===== config.mk =====
export PLATFORM = sky130hd
export DESIGN_NAME = ddr4_cal_reset_sequencer
export DESIGN_NICKNAME = d
export VERILOG_FILES = /design/src/rtl/ddr4_cal_reset_sequencer.sv
export SDC_FILE = /design/constraint.sdc
export NUM_CORES = 1
export LEC_CHECK = 0
export ABC_AREA = 1
export BUFFER_PORTS_ARGS = -buffer_cell sky130_fd_sc_hd__buf_4
export CORE_MARGIN = 5
export CORE_UTILIZATION = 56
export CTS_CLUSTER_SIZE = 40
export DETAILED_ROUTE_END_ITERATION = 7
export GPL_ROUTABILITY_DRIVEN = 1
export PLACE_DENSITY_LB_ADDON = 0.12
export SETUP_SLACK_MARGIN = 0.3
export SLEW_MARGIN = 0
export SYNTH_ARGS = -nofsm -noshare
export SYNTH_HDL_FRONTEND = slang
export SYNTH_SLANG_ARGS = --single-unit

===== constraint.sdc =====
create_clock -name clk -period 2.1 [get_ports clk]
set_clock_uncertainty 0.2 [all_clocks]
set_input_delay 0.315 -clock clk [delete_from_list [all_inputs] [get_ports clk]]
set_output_delay 0.315 -clock clk [all_outputs]
set_load 0.03 [all_outputs]

===== src/rtl/ddr4_cal_reset_sequencer.sv =====
// DDR4 EMIF calibration / SoC reset sequencer: requests recalibration, retries on
// timeout or failure, holds the SoC in reset for a settle period, then releases it.
module ddr4_cal_reset_sequencer #(
  parameter int SYNC_STAGES        = 2,
  parameter int REQ_PULSE_CYCLES   = 16,
  parameter int CAL_TIMEOUT_CYCLES = 50000000,
  parameter int MAX_RETRIES        = 3,
  parameter int SOC_HOLD_CYCLES    = 1024,
  parameter int HEARTBEAT_BITS     = 25,
  localparam int RETRY_W = (MAX_RETRIES > 0) ? $clog2(MAX_RETRIES + 1) : 1
) (
  input  logic               clk,
  input  logic               reset,
  input  logic               cal_success,
  input  logic               cal_fail,
  input  logic               reset_done,
  output logic               local_reset_req,
  output logic               soc_reset,
  output logic               error,
  output logic [RETRY_W-1:0] retry_count,
  output logic [3:0]         led
);

  localparam int TIMER_W = $clog2(CAL_TIMEOUT_CYCLES + 1);
  localparam int HOLD_W  = $clog2(SOC_HOLD_CYCLES + 1);
  localparam int REQ_W   = $clog2(REQ_PULSE_CYCLES + 1);

  typedef enum logic [2:0] {
    S_IDLE, S_REQ, S_WAIT_DONE, S_WAIT_CAL, S_HOLD, S_RUN, S_FAIL
  } state_t;

  state_t state, next_state;

  logic [SYNC_STAGES-1:0] success_sync, fail_sync, done_sync;
  logic cal_success_s, cal_fail_s, reset_done_s;

  logic [TIMER_W-1:0]        timer, timer_next;
  logic [HOLD_W-1:0]         hold_cnt, hold_next;
  logic [REQ_W-1:0]          req_cnt, req_next;
  logic [RETRY_W-1:0]        retry_next;
  logic [HEARTBEAT_BITS-1:0] heartbeat;

  // NOTE: sequential state uses non-blocking assignments so every flop samples
  // pre-edge values regardless of process ordering.
  always_ff @(posedge clk) begin
    if (reset) begin
      success_sync <= '0;
      fail_sync    <= '0;
      done_sync    <= '0;
    end else begin
      success_sync <= {success_sync[SYNC_STAGES-2:0], cal_success};
      fail_sync    <= {fail_sync[SYNC_STAGES-2:0], cal_fail};
      done_sync    <= {done_sync[SYNC_STAGES-2:0], reset_done};
    end
  end

  assign cal_success_s = success_sync[SYNC_STAGES-1];
  assign cal_fail_s    = fail_sync[SYNC_STAGES-1];
  assign reset_done_s  = done_sync[SYNC_STAGES-1];

  // NOTE: every always_comb output gets a default first, so no path infers a latch.
  always_comb begin
    next_state = state;
    timer_next = timer;
    hold_next  = hold_cnt;
    req_next   = req_cnt;
    retry_next = retry_count;
    unique case (state)
      S_IDLE: begin
        next_state = S_REQ;
        req_next   = '0;
      end
      S_REQ: begin
        if (req_cnt == REQ_W'(REQ_PULSE_CYCLES - 1)) begin
          next_state = S_WAIT_DONE;
          timer_next = '0;
        end else begin
          req_next = req_cnt + REQ_W'(1);
        end
      end
      S_WAIT_DONE, S_WAIT_CAL: begin
        if (state == S_WAIT_DONE && reset_done_s) begin
          next_state = S_WAIT_CAL;
          timer_next = '0;
        end else if (state == S_WAIT_CAL && cal_success_s) begin
          // Success outranks a simultaneous fail or timeout.
          next_state = S_HOLD;
          hold_next  = '0;
        end else if ((state == S_WAIT_CAL && cal_fail_s) ||
                     timer == TIMER_W'(CAL_TIMEOUT_CYCLES - 1)) begin
          if (retry_count < RETRY_W'(MAX_RETRIES)) begin
            retry_next = retry_count + RETRY_W'(1);
            next_state = S_REQ;
            req_next   = '0;
          end else begin
            next_state = S_FAIL;
          end
        end else begin
          timer_next = timer + TIMER_W'(1);
        end
      end
      S_HOLD: begin
        if (!cal_success_s) begin
          next_state = S_WAIT_CAL;
          timer_next = '0;
        end else if (hold_cnt == HOLD_W'(SOC_HOLD_CYCLES - 1)) begin
          next_state = S_RUN;
        end else begin
          hold_next = hold_cnt + HOLD_W'(1);
        end
      end
      S_RUN: begin
        if (!cal_success_s || cal_fail_s) begin
          next_state = S_REQ;
          req_next   = '0;
          retry_next = '0;
        end
      end
      S_FAIL: next_state = S_FAIL;
      default: next_state = S_IDLE;
    endcase
  end

  // Outputs are registered from next_state so they line up with the state register.
  always_ff @(posedge clk) begin
    if (reset) begin
      state           <= S_IDLE;
      timer           <= '0;
      hold_cnt        <= '0;
      req_cnt         <= '0;
      retry_count     <= '0;
      heartbeat       <= '0;
      local_reset_req <= 1'b0;
      soc_reset       <= 1'b1;
      error           <= 1'b0;
      led             <= '0;
    end else begin
      state           <= next_state;
      timer           <= timer_next;
      hold_cnt        <= hold_next;
      req_cnt         <= req_next;
      retry_count     <= retry_next;
      heartbeat       <= heartbeat + HEARTBEAT_BITS'(1);
      local_reset_req <= (next_state == S_REQ);
      soc_reset       <= (next_state != S_RUN);
      error           <= (next_state == S_FAIL);
      led[0]          <= (next_state == S_RUN) && heartbeat[HEARTBEAT_BITS-1];
      led[1]          <= cal_success_s;
      led[2]          <= (next_state == S_FAIL);
      led[3]          <= (next_state == S_REQ) || (next_state == S_WAIT_DONE) ||
                         (next_state == S_WAIT_CAL) || (next_state == S_HOLD);
    end
  end

endmodule


==> out/qor.yml, run 1 <==
yosysUniqueCellTypes: 46
cp.required_ns: 2.19
use_met3_pct: 4.25
crit_chain: "ha_4 > inv_2 > nor3_2 > ha_2 > nand2_2 > nand2_2 > nand2_2 > nor2_4 > nand3_4 > buf_4 > or2_2 > a21oi_2"
yosys.area_share.simple_pct: 36.0
synth_xor_area_share_pct: 3.97
portBuffers: 13
initial_core_util_pct: 57.4
grt.met1_usage_pct: 29.8
fp.dieW_microns: 98.8
place_ws_ns: -0.156
clkPwrFrac_pct: 38.2
fin_ws_ns: -0.166
hold_depth: 2
root_buffer: "clkbuf_8"
vdd_ir_drop_max_mv: 0.353
crit_family: "simple AND/OR/NAND/NOR gates"
p_int_mw: 2.12
pwr-share-comb_pct: 4.5
final_common_cell: "nand2_1"
final_cell_mix: "nand2_1, nor2_1, inv_1, buf_4, dfxtp_1"
min_to: "fail_sync[1]"
final_layout_size_suffix_gt1_share_pct: 37.6
drc: 0
arrival_ns: 2.36
met2_usage_pct: 41.9
ant_nets: 0
multiInputGateArea_sq_um: 2850
synth_compound_area_share_pct: 10.7
clkTransAtPathRegs_ns: 0.09
cp.depth: 12
maxCapViolCount: 0
finalSetupViolCount: 25
cp_num_buf_inv: 2
busiest_layer: "met2"
relSlewSlack_pct: 59.9
ys_ff_latch: 84
ctsHtreeMaxLevel: 3
max_freq_ghz: 0.441
placed_area_sq_um: 4940
grt_max_degree: 49
fillerInstances: 532
yosysWarnings: 0
die_area_sq_um: 9760
hold_viol: 0
die_h_microns: 98.8
cpMostUsedCell: "nand2_2"
violations: "setup timing"
rsz0062_at_grt: "true"
syn_area_sq_um: 4410
grt.total_usage_pct: 24.0
hpwl_microns: 7390
critical_path_class: "register to register"
register_area_sq_um: 1720
async_reset_ff_share_pct: 0
synthFlopType: "dfxtp_1"
run_status: "complete, but fails checks"
synth_top_family_by_area: "simple AND/OR/NAND/NOR gates"
finalNetCount: 738
viasPerCell: 5.51
switching_share_pct: 24.6
reg2reg_from: "req_cnt[1]"
ys_seq_area_share_pct: 38.1
pwr-share-seq_pct: 57.4
r2r_end: "timer[0]"
cp-start-kind: "register"
slowest_delay_ns: 0.36
p_sw_mw: 0.694
dr_total_vias: 4594
synth_nets: 642
cp-end-kind: "register"
grt_pass1_wl_microns: 19400
io-pin-count: 14
drt_wl_total_microns: 12600
gp_congestion: 0.903
final_core_utilization_pct: 78.9
clkLatencyLatePin_ns: 0.36
r2r_cells: 12
n_antenna_cell: 0
synth_area_per_cell_sq_um: 7.00
coreArea_sq_um: 7690
placementRows: 32
min_from: "fail_sync[0]"
synth_edf_count: 0
synthMuxAreaShare_pct: 0
grt_pass1_vias: 4294
firstDrtPassIters: 4
wire_per_inst_microns: 15.1
cts_buffers: 9
antenna_found_initial: 0
power_mw: 2.82
synthCells: 631
p_leak_nw: 2.33
power_density_nw_per_um2: 464
hp-class: "register to register"
ctsLongestPathBuffers: 2
cts_tree: "done"
synth_fa_ha_area_share_pct: 1.70
min_period_ns: 2.27
gr-total-overflow: 0
tightest_slew_ns: 0.602
slew_violations: 0
drt_iter0_markers: 248
final_area_sq_um: 6070
cp_slowest_cell: "dfxtp_2"
syn_to_final_growth_pct: 37.5
critPathMaxFanout: 3
post-route-period-util_pct: 108
worst-r2r-setup-slack_ns: -0.17
cts_sinks: 84
whs_ns: 0.201
cells by family (layout without fill, tap and decap cells):
logic type,Yosys count,in the layout
fa+ha+maj,6,6
buf+inv,102,202
compound gates,81,81
simple gates,338,339
xor+xnor,20,20
flops,84,84
metal layers:
metal / up-vias / wire, microns
met5: - / 0
met4: 0 / 258
met3: 28 / 711
met2: 177 / 6380
met1: 2155 / 5210
li1: 2234 / -
layout make-up:
class | count | share of cell area, %
well taps | 102 | 2.10
clock inverters | 4 | 0.536
clock buffers | 12 | 2.39
flip-flops and latches | 84 | 28.3
repair buffers | 99 | 13.9
multi-input cells | 446 | 47.0
inverters | 87 | 5.71
repair_timing:
item / 4_1_cts / 5_1_grt
hold buffers: 3 / 0
pin swaps: 38 / 44
cloned: 1 / 0
setup endpoints to repair: 58 / 65
resized for setup: 64 / 102
hold endpoints to repair: 3 / 0
setup buffers: 32 / 10
flip-flops by register name, summed over array words and instances (netlist names), 3 cells and up:
| signal | flops |
|---|---|
| req_cnt | 5 |
| state | 3 |
| led | 4 |
| heartbeat | 25 |
| timer | 26 |
| hold_cnt | 11 |
per-stage QoR:
| step | instances | setup TNS (ns) |
|---|---|---|
| after floorplan | 631 | 0 |
| after global placement | 772 | -0.290 |
| after detailed placement | 772 | -1.82 |
| after CTS | 824 | -0.326 |
| after global routing | 834 | -4.78 |
| final | 834 | -1.36 |
worst max-delay path by stage:
stage                     slack [ns]        from        end
final                          -0.17  req_cnt[1]   timer[0]
after global placement         -0.05  req_cnt[1]   timer[9]
after CTS                      -0.05  req_cnt[1]  timer[18]
after detailed placement       -0.16  req_cnt[1]   timer[9]
after global routing           -0.25  req_cnt[1]   timer[0]
after floorplan                 0.08  req_cnt[1]  timer[18]
synthesized netlist by cell type (4+ instances only):
cell | number | area, sq um
xnor2_1 | 5 | 43.8
nand4_1 | 22 | 138
nor3_1 | 19 | 95.1
buf_1 | 4 | 15.0
o21ai_0 | 12 | 60.1
a21oi_2 | 4 | 35.0
nand3_2 | 6 | 60.1
nand2_2 | 6 | 37.5
a21oi_1 | 48 | 240
inv_1 | 81 | 304
nand2_1 | 125 | 469
inv_2 | 4 | 15.0
nor2_1 | 88 | 330
buf_4 | 4 | 30.0
dfxtp_1 | 84 | 1680
xor2_1 | 15 | 131
ha_1 | 6 | 75.1
nand3_1 | 45 | 225
nor2_2 | 7 | 43.8
power by group through the flow:
stage                     sequential (mW)  combinational [mW]  clock, mW
after floorplan                      1.66              0.0549          0
after global placement               1.65              0.0925          0
after detailed placement             1.65              0.0944          0
after CTS                            1.62               0.115       1.08
after global routing                 1.62               0.137       1.16
final                                1.62               0.126       1.07
worst min-delay path, cell delays in order, from the launching register on:
cell	delay, ns
dfxtp_1	0.30
inv_1	0.04
nor2_1	0.03
No activity file was read; power rests on OpenSTA's default activity.
==> run 2: changes to the inputs <==
Settings changed: BUFFER_PORTS_ARGS -buffer_cell sky130_fd_sc_hd__buf_4 to -buffer_cell sky130_fd_sc_hd__buf_2.
==> run 2 against run 1 <==
Against the previous run:
- the run still ends with setup timing left
- sequential power about the same
- clock-buffer cell count is 1 lower
- critical path depth is 1 higher
- non-clock buffer count is 10 lower
- first-iteration DRC count is 19% higher
- setup slack better by 0.045 ns
- combinational power down 9%
- sequential cell count stayed put
- via count is 2.0% lower
- critical path type unchanged
==> out/qor.yml, run 2 (synthesized netlist as in run 1, its figures left out) <==
violations: "setup timing"
syn_to_final_growth_pct: 35.3
pwr-share-seq_pct: 51.4  # -6.0 points
top_regs: "timer x26, heartbeat x25, hold_cnt x11"
grt.total_usage_pct: 23.4  # -0.65 points
regMostFlops: "timer"
root_buffer: "clkbuf_8"
placedCellCount: 771  # -0.13%
finalSetupViolCount: 26  # +4.0%
wire_per_inst_microns: 14.7  # -2.2%
crit_chain: "ha_4 > inv_2 > nor3_2 > ha_2 > nand2_2 > nand2_2 > nand2_2 > nor2_4 > nand3_4 > nand2_8 > clkbuf_16 > nand4_1 > a21oi_1"
slew_violations: 0  # unchanged
vdd_ir_drop_max_mv: 0.370  # +5.0%
arrival_ns: 2.31  # -0.05 ns
critical_path_class: "register to register"
p_int_mw: 2.45  # +15%
reg2reg_from: "req_cnt[1]"
fin_ws_ns: -0.121  # +0.0450 ns
final_cell_mix: "nand2_1, nor2_1, inv_1, dfxtp_1, buf_4"
cp.required_ns: 2.19  # about the same
r2r_end: "timer[13]"
clkPwrFrac_pct: 44.9  # +6.7 points
portBuffers: 13  # unchanged
relSlewSlack_pct: 61.6  # +1.7 points
power_mw: 3.15  # +12%
whs_ns: 0.202  # +0.000942 ns
tightest_slew_ns: 0.576  # -0.0260 ns
run_status: "complete, but fails checks"
worst-r2r-setup-slack_ns: -0.12  # +0.05 ns
p_sw_mw: 0.702  # +1.2%
cts_sinks: 84  # unchanged
power_density_nw_per_um2: 527  # +14%
instances_no_fill: 824  # -1.2%
pwr-share-comb_pct: 3.6  # -0.9 points
final_common_cell: "nand2_1"
post-route-period-util_pct: 106  # -2.1 points
n_antenna_cell: 0  # unchanged
grt_pass1_wl_microns: 18900  # -2.9%
hpwl_microns: 7350  # -0.56%
final_layout_size_suffix_gt1_share_pct: 34.5  # -3.1 points
antenna_found_initial: 0  # unchanged
endpoint: "timer[13]"
dr_total_vias: 4504  # -2.0%
die_area_sq_um: 9760  # unchanged
ctsLongestPathBuffers: 2  # unchanged
drt_iter0_markers: 295  # +19%
drt_wl_total_microns: 12100  # -3.4%
gr-total-overflow: 0  # unchanged
clkTransAtPathRegs_ns: 0.09  # about the same
critPathMaxFanout: 6  # +3
ant_nets: 0  # unchanged
ctsHtreeMaxLevel: 3  # unchanged
firstDrtPassIters: 5  # +1
finalNetCount: 728  # -1.4%
cp-start-kind: "register"
largest_reg_flops: 26  # unchanged
viasPerCell: 5.47  # -0.77%
r2r_cells: 13  # +1
fp.dieW_microns: 98.8  # unchanged
maxCapViolCount: 0  # unchanged
io-pin-count: 14  # unchanged
drc: 0  # unchanged
min_period_ns: 2.22  # -0.0450 ns
slowest_delay_ns: 0.37  # about the same
grt_max_degree: 49  # unchanged
hp-class: "register to register"
final_core_utilization_pct: 77.7  # -1.3 points
hold_viol: 0  # unchanged
rsz0062_at_grt: "true"
cpMostUsedCell: "nand2_2"
cp_slowest_cell: "dfxtp_2"
switching_share_pct: 22.3  # -2.3 points
p_leak_nw: 2.36  # +1.6%
coreArea_sq_um: 7690  # unchanged
cts_tree: "done"
initial_core_util_pct: 57.4  # unchanged
crit_path_start: "req_cnt[1]"
fin_setup_tns_ns: -1.80  # -0.438 ns
placementRows: 32  # unchanged
cts_buffers: 9  # unchanged
cp-end-kind: "register"
grt_pass1_vias: 4194  # -2.3%
max_freq_ghz: 0.450  # +2.0%
clkLatencyLatePin_ns: 0.36  # about the same
gp_congestion: 0.930  # +3.0%
die_h_microns: 98.8  # unchanged
run 2: changes by cell type in the layout (fill, tap and decap cells not counted), sizes merged:
cell,change
buf,-11
bufinv,+3
clkinvlp,-2
run 2: routing by layer:
metal	routed length (microns)	track usage, %	share of wire, %
met1	5290	30.1	44
met2	5980	39.4	49
met5	0	0	0
met3	559	4.39	4.6
met4	299	7.77	2.5
run 2: metrics by stage:
step	setup WS [ns]	instance area [sq um]
after floorplan	0.0831	4500
after global placement	-0.0230	4910
after detailed placement	-0.0785	4910
after CTS	-0.0308	5590
after global routing	-0.246	5970
final	-0.121	5970
run 2: critical path: cells and delay by family, from the launching register on:
family | cells | cell delay [ns]
AND/OR/NAND/NOR | 8 | 0.87
flip-flops | 1 | 0.37
adder cells (fa/ha/maj) | 2 | 0.37
buffers and inverters | 2 | 0.21
AO/OA/AOI/OAI | 1 | 0.14
run 2: timing repair:
action | in CTS | in global routing
buffers inserted | 19 | 13
endpoints found under the setup margin | 60 | 64
hold buffers | 3 | 0
cloned | 1 | 1
pin swaps | 25 | 34
resized for setup | 71 | 73
endpoints found under the hold margin | 3 | 0
run 2: cell type report:
cell class	instances	area, sq um
timing repair buffer	89	722
clock inverter	5	108
tap	102	128
sequential	84	1720
clock buffer	11	131
multi-input combinational	446	2830
inverter	87	342
fill	550	1720
run 2: worst min path at each step:
stage	slack [ns]	from	depth (start not counted)	endpoint
after floorplan	0.19	done_sync[0]	2	done_sync[1]
after global placement	0.20	fail_sync[0]	2	fail_sync[1]
after detailed placement	0.19	done_sync[0]	2	done_sync[1]
after CTS	0.19	reset	4	timer[8]
after global routing	0.22	reset	4	timer[12]
final	0.20	success_sync[0]	2	success_sync[1]
run 2: power groups by stage:
| stage | clock (mW) | combinational (mW) | sequential (mW) |
|---|---|---|---|
| 4_1_cts | 1.44 | 0.101 | 1.62 |
| 6_report | 1.42 | 0.115 | 1.62 |
| 5_1_grt | 1.51 | 0.128 | 1.62 |
| 3_3_place_gp | 0 | 0.0882 | 1.65 |
| 2_1_floorplan | 0 | 0.0549 | 1.66 |
| 3_5_place_dp | 0 | 0.0894 | 1.65 |
==> run 3: changes to the inputs <==
Settings changed: BUFFER_PORTS_ARGS -buffer_cell sky130_fd_sc_hd__buf_2 to unset, DONT_BUFFER_PORTS set to 1, SKIP_LAST_GASP set to 1.
==> run 3 against run 2 <==
Against the previous run:
- the flow still finishes with violations (setup timing)
- design area fell by 0.44%
- die area unchanged
- setup slack got worse by 0.020 ns
- first-iteration DRC count rose by 22%
- combinational power down 8%
- sequential share of layout area is 0.064 points higher
- critical path depth did not move
==> out/qor.yml, run 3 (synthesized netlist as in run 1, its figures left out) <==
maxCapViolCount: 0  # unchanged
finalSetupViolCount: 24  # -7.7%
top_regs: "timer x26, heartbeat x25, hold_cnt x11"
p_leak_nw: 2.33  # -1.3%
relSlewSlack_pct: 62.3  # +0.62 points
pwr-share-seq_pct: 52.9  # +1.5 points
cp-end-kind: "register"
final_common_cell: "nand2_1"
portBuffers: 0  # -13
hold_viol: 0  # unchanged
regMostFlops: "timer"
critical_path_class: "register to register"
cpMostUsedCell: "nand2_2"
cp.required_ns: 2.20  # about the same
antenna_found_initial: 0  # unchanged
slew_violations: 0  # unchanged
cts_buffers: 9  # unchanged
multiInputGateArea_sq_um: 2840  # +0.49%
fin_setup_tns_ns: -2.16  # -0.366 ns
drc: 0  # unchanged
arrival_ns: 2.34  # +0.03 ns
gr-total-overflow: 0  # unchanged
fin_ws_ns: -0.140  # -0.0196 ns
critPathMaxFanout: 6  # unchanged
final_cell_mix: "nand2_1, nor2_1, inv_1, dfxtp_1, buf_4"
place_ws_ns: -0.0758  # +0.00267 ns
die_area_sq_um: 9760  # unchanged
vdd_ir_drop_max_mv: 0.378  # +2.1%
n_antenna_cell: 0  # unchanged
clkLatencyLatePin_ns: 0.37  # about the same
final_layout_size_suffix_gt1_share_pct: 33.8  # -0.64 points
coreArea_sq_um: 7690  # unchanged
cp-start-kind: "register"
die_h_microns: 98.8  # unchanged
initial_core_util_pct: 57.4  # unchanged
grt.total_usage_pct: 22.5  # -0.83 points
min_period_ns: 2.24  # +0.0196 ns
clkTransAtPathRegs_ns: 0.09  # about the same
grt_max_degree: 49  # unchanged
io-pin-count: 14  # unchanged
violations: "setup timing"
run_status: "complete, but fails checks"
cts_tree: "done"
power_density_nw_per_um2: 516  # -2.1%
finalNetCount: 721  # -0.96%
grt_pass1_vias: 3944  # -6.0%
pwr-share-comb_pct: 3.5  # about the same
crit_chain: "ha_4 > inv_2 > nor3_4 > ha_2 > nand2_2 > nand2_2 > nand2_2 > nor2_4 > nand3_4 > nand2_8 > buf_4 > nand4_1 > a21oi_2"
max_freq_ghz: 0.446  # -0.88%
switching_share_pct: 23.3  # +1.0 points
fillerInstances: 545  # -0.91%
syn_to_final_growth_pct: 34.7
ant_nets: 0  # unchanged
dr_total_vias: 4542  # +0.84%
drt_iter0_markers: 359  # +22%
wire_per_inst_microns: 14.9  # +1.4%
rsz0062_at_grt: "true"
tightest_slew_ns: 0.565  # -0.0101 ns
power_mw: 3.07  # -2.6%
hp-class: "input port to register"
placementRows: 32  # unchanged
cts_sinks: 84  # unchanged
p_int_mw: 2.35  # -3.8%
root_buffer: "clkbuf_8"
firstDrtPassIters: 5  # unchanged
p_sw_mw: 0.715  # +1.8%
slowest_delay_ns: 0.36  # about the same
crit_family: "simple AND/OR/NAND/NOR gates"
register_area_sq_um: 1710  # -0.22%
ctsLongestPathBuffers: 2  # unchanged
grt_pass1_wl_microns: 18100  # -4.0%
drt_wl_total_microns: 12200  # +0.56%
gp_congestion: 0.947  # +1.8%
post-route-period-util_pct: 107  # +0.93 points
hpwl_microns: 6950  # -5.4%
ctsHtreeMaxLevel: 3  # unchanged
clkPwrFrac_pct: 43.7  # -1.2 points
cp_slowest_cell: "dfxtp_2"
cp_num_buf_inv: 2  # unchanged
viasPerCell: 5.56  # +1.7%
fp.dieW_microns: 98.8  # unchanged
largest_reg_flops: 26  # unchanged
-- run 3: final timing paths --
path | slack (ns) | endpoint | cells past startpoint | from
min | 0.05 | heartbeat[0] | 2 | reset
min reg2reg | 0.20 | done_sync[1] | 2 | done_sync[0]
max reg2reg | -0.14 | timer[21] | 13 | req_cnt[1]
max | -0.14 | timer[21] | 13 | req_cnt[1]
-- run 3: timing repair --
item | 4_1_cts | 5_1_grt
resized for setup | 52 | 91
endpoints found under the setup margin | 54 | 65
setup buffers | 22 | 18
endpoints found under the hold margin | 48 | 0
hold buffers | 4 | 0
gates cloned | 2 | 0
pin swaps | 21 | 37
-- run 3: layout make-up --
class                           instances  share of cell area, %
Clock buffer                           11                   2.38
Clock inverter                          5                   1.39
Inverter                               87                   5.79
Multi-Input combinational cell        447                   47.8
Sequential cell                        84                   28.8
Tap cell                              102                   2.15
Timing Repair Buffer                   81                   11.7
-- run 3: power by group through the flow --
stage | registers [mW] | clock network (mW) | logic (mW)
CTS | 1.62 | 1.33 | 0.0950
floorplan | 1.66 | 0 | 0.0549
global route | 1.63 | 1.43 | 0.116
global placement | 1.66 | 0 | 0.0615
detailed placement | 1.66 | 0 | 0.0623
finish | 1.62 | 1.34 | 0.106
-- run 3: worst register-to-register path, stage by stage, from the launching register on --
cell and delay (ns):
dfxtp_2 0.36, ha_4 0.14, inv_2 0.05, nor3_4 0.12, ha_2 0.21, nand2_2 0.05
nand2_2 0.08, nand2_2 0.08, nor2_4 0.17, nand3_4 0.15, nand2_8 0.15, buf_4 0.15
nand4_1 0.10, a21oi_2 0.15
-- run 3: per-layer routing --
layer	routed length [microns]	part of all wire, %	global-route usage, %	vias up
met5	0	0	0	-
met4	410	3.4	8.72	0
met3	746	6.1	5.52	48
met2	5890	48	36.4	173
met1	5160	42	29.0	2112
li1	-	-	-	2209
-- run 3: per-stage QoR --
step                      hold WS [ns]  utilization (%)  std cells  instance area [sq um]
after floorplan                  0.188                -        631                   4500
after global placement           0.184             62.7        755                   4820
after detailed placement         0.186             62.7        755                   4820
after CTS                       0.0442             71.4        799                   5490
after global routing            0.0406             77.3        817                   5950
final                           0.0485             77.3        817                   5950
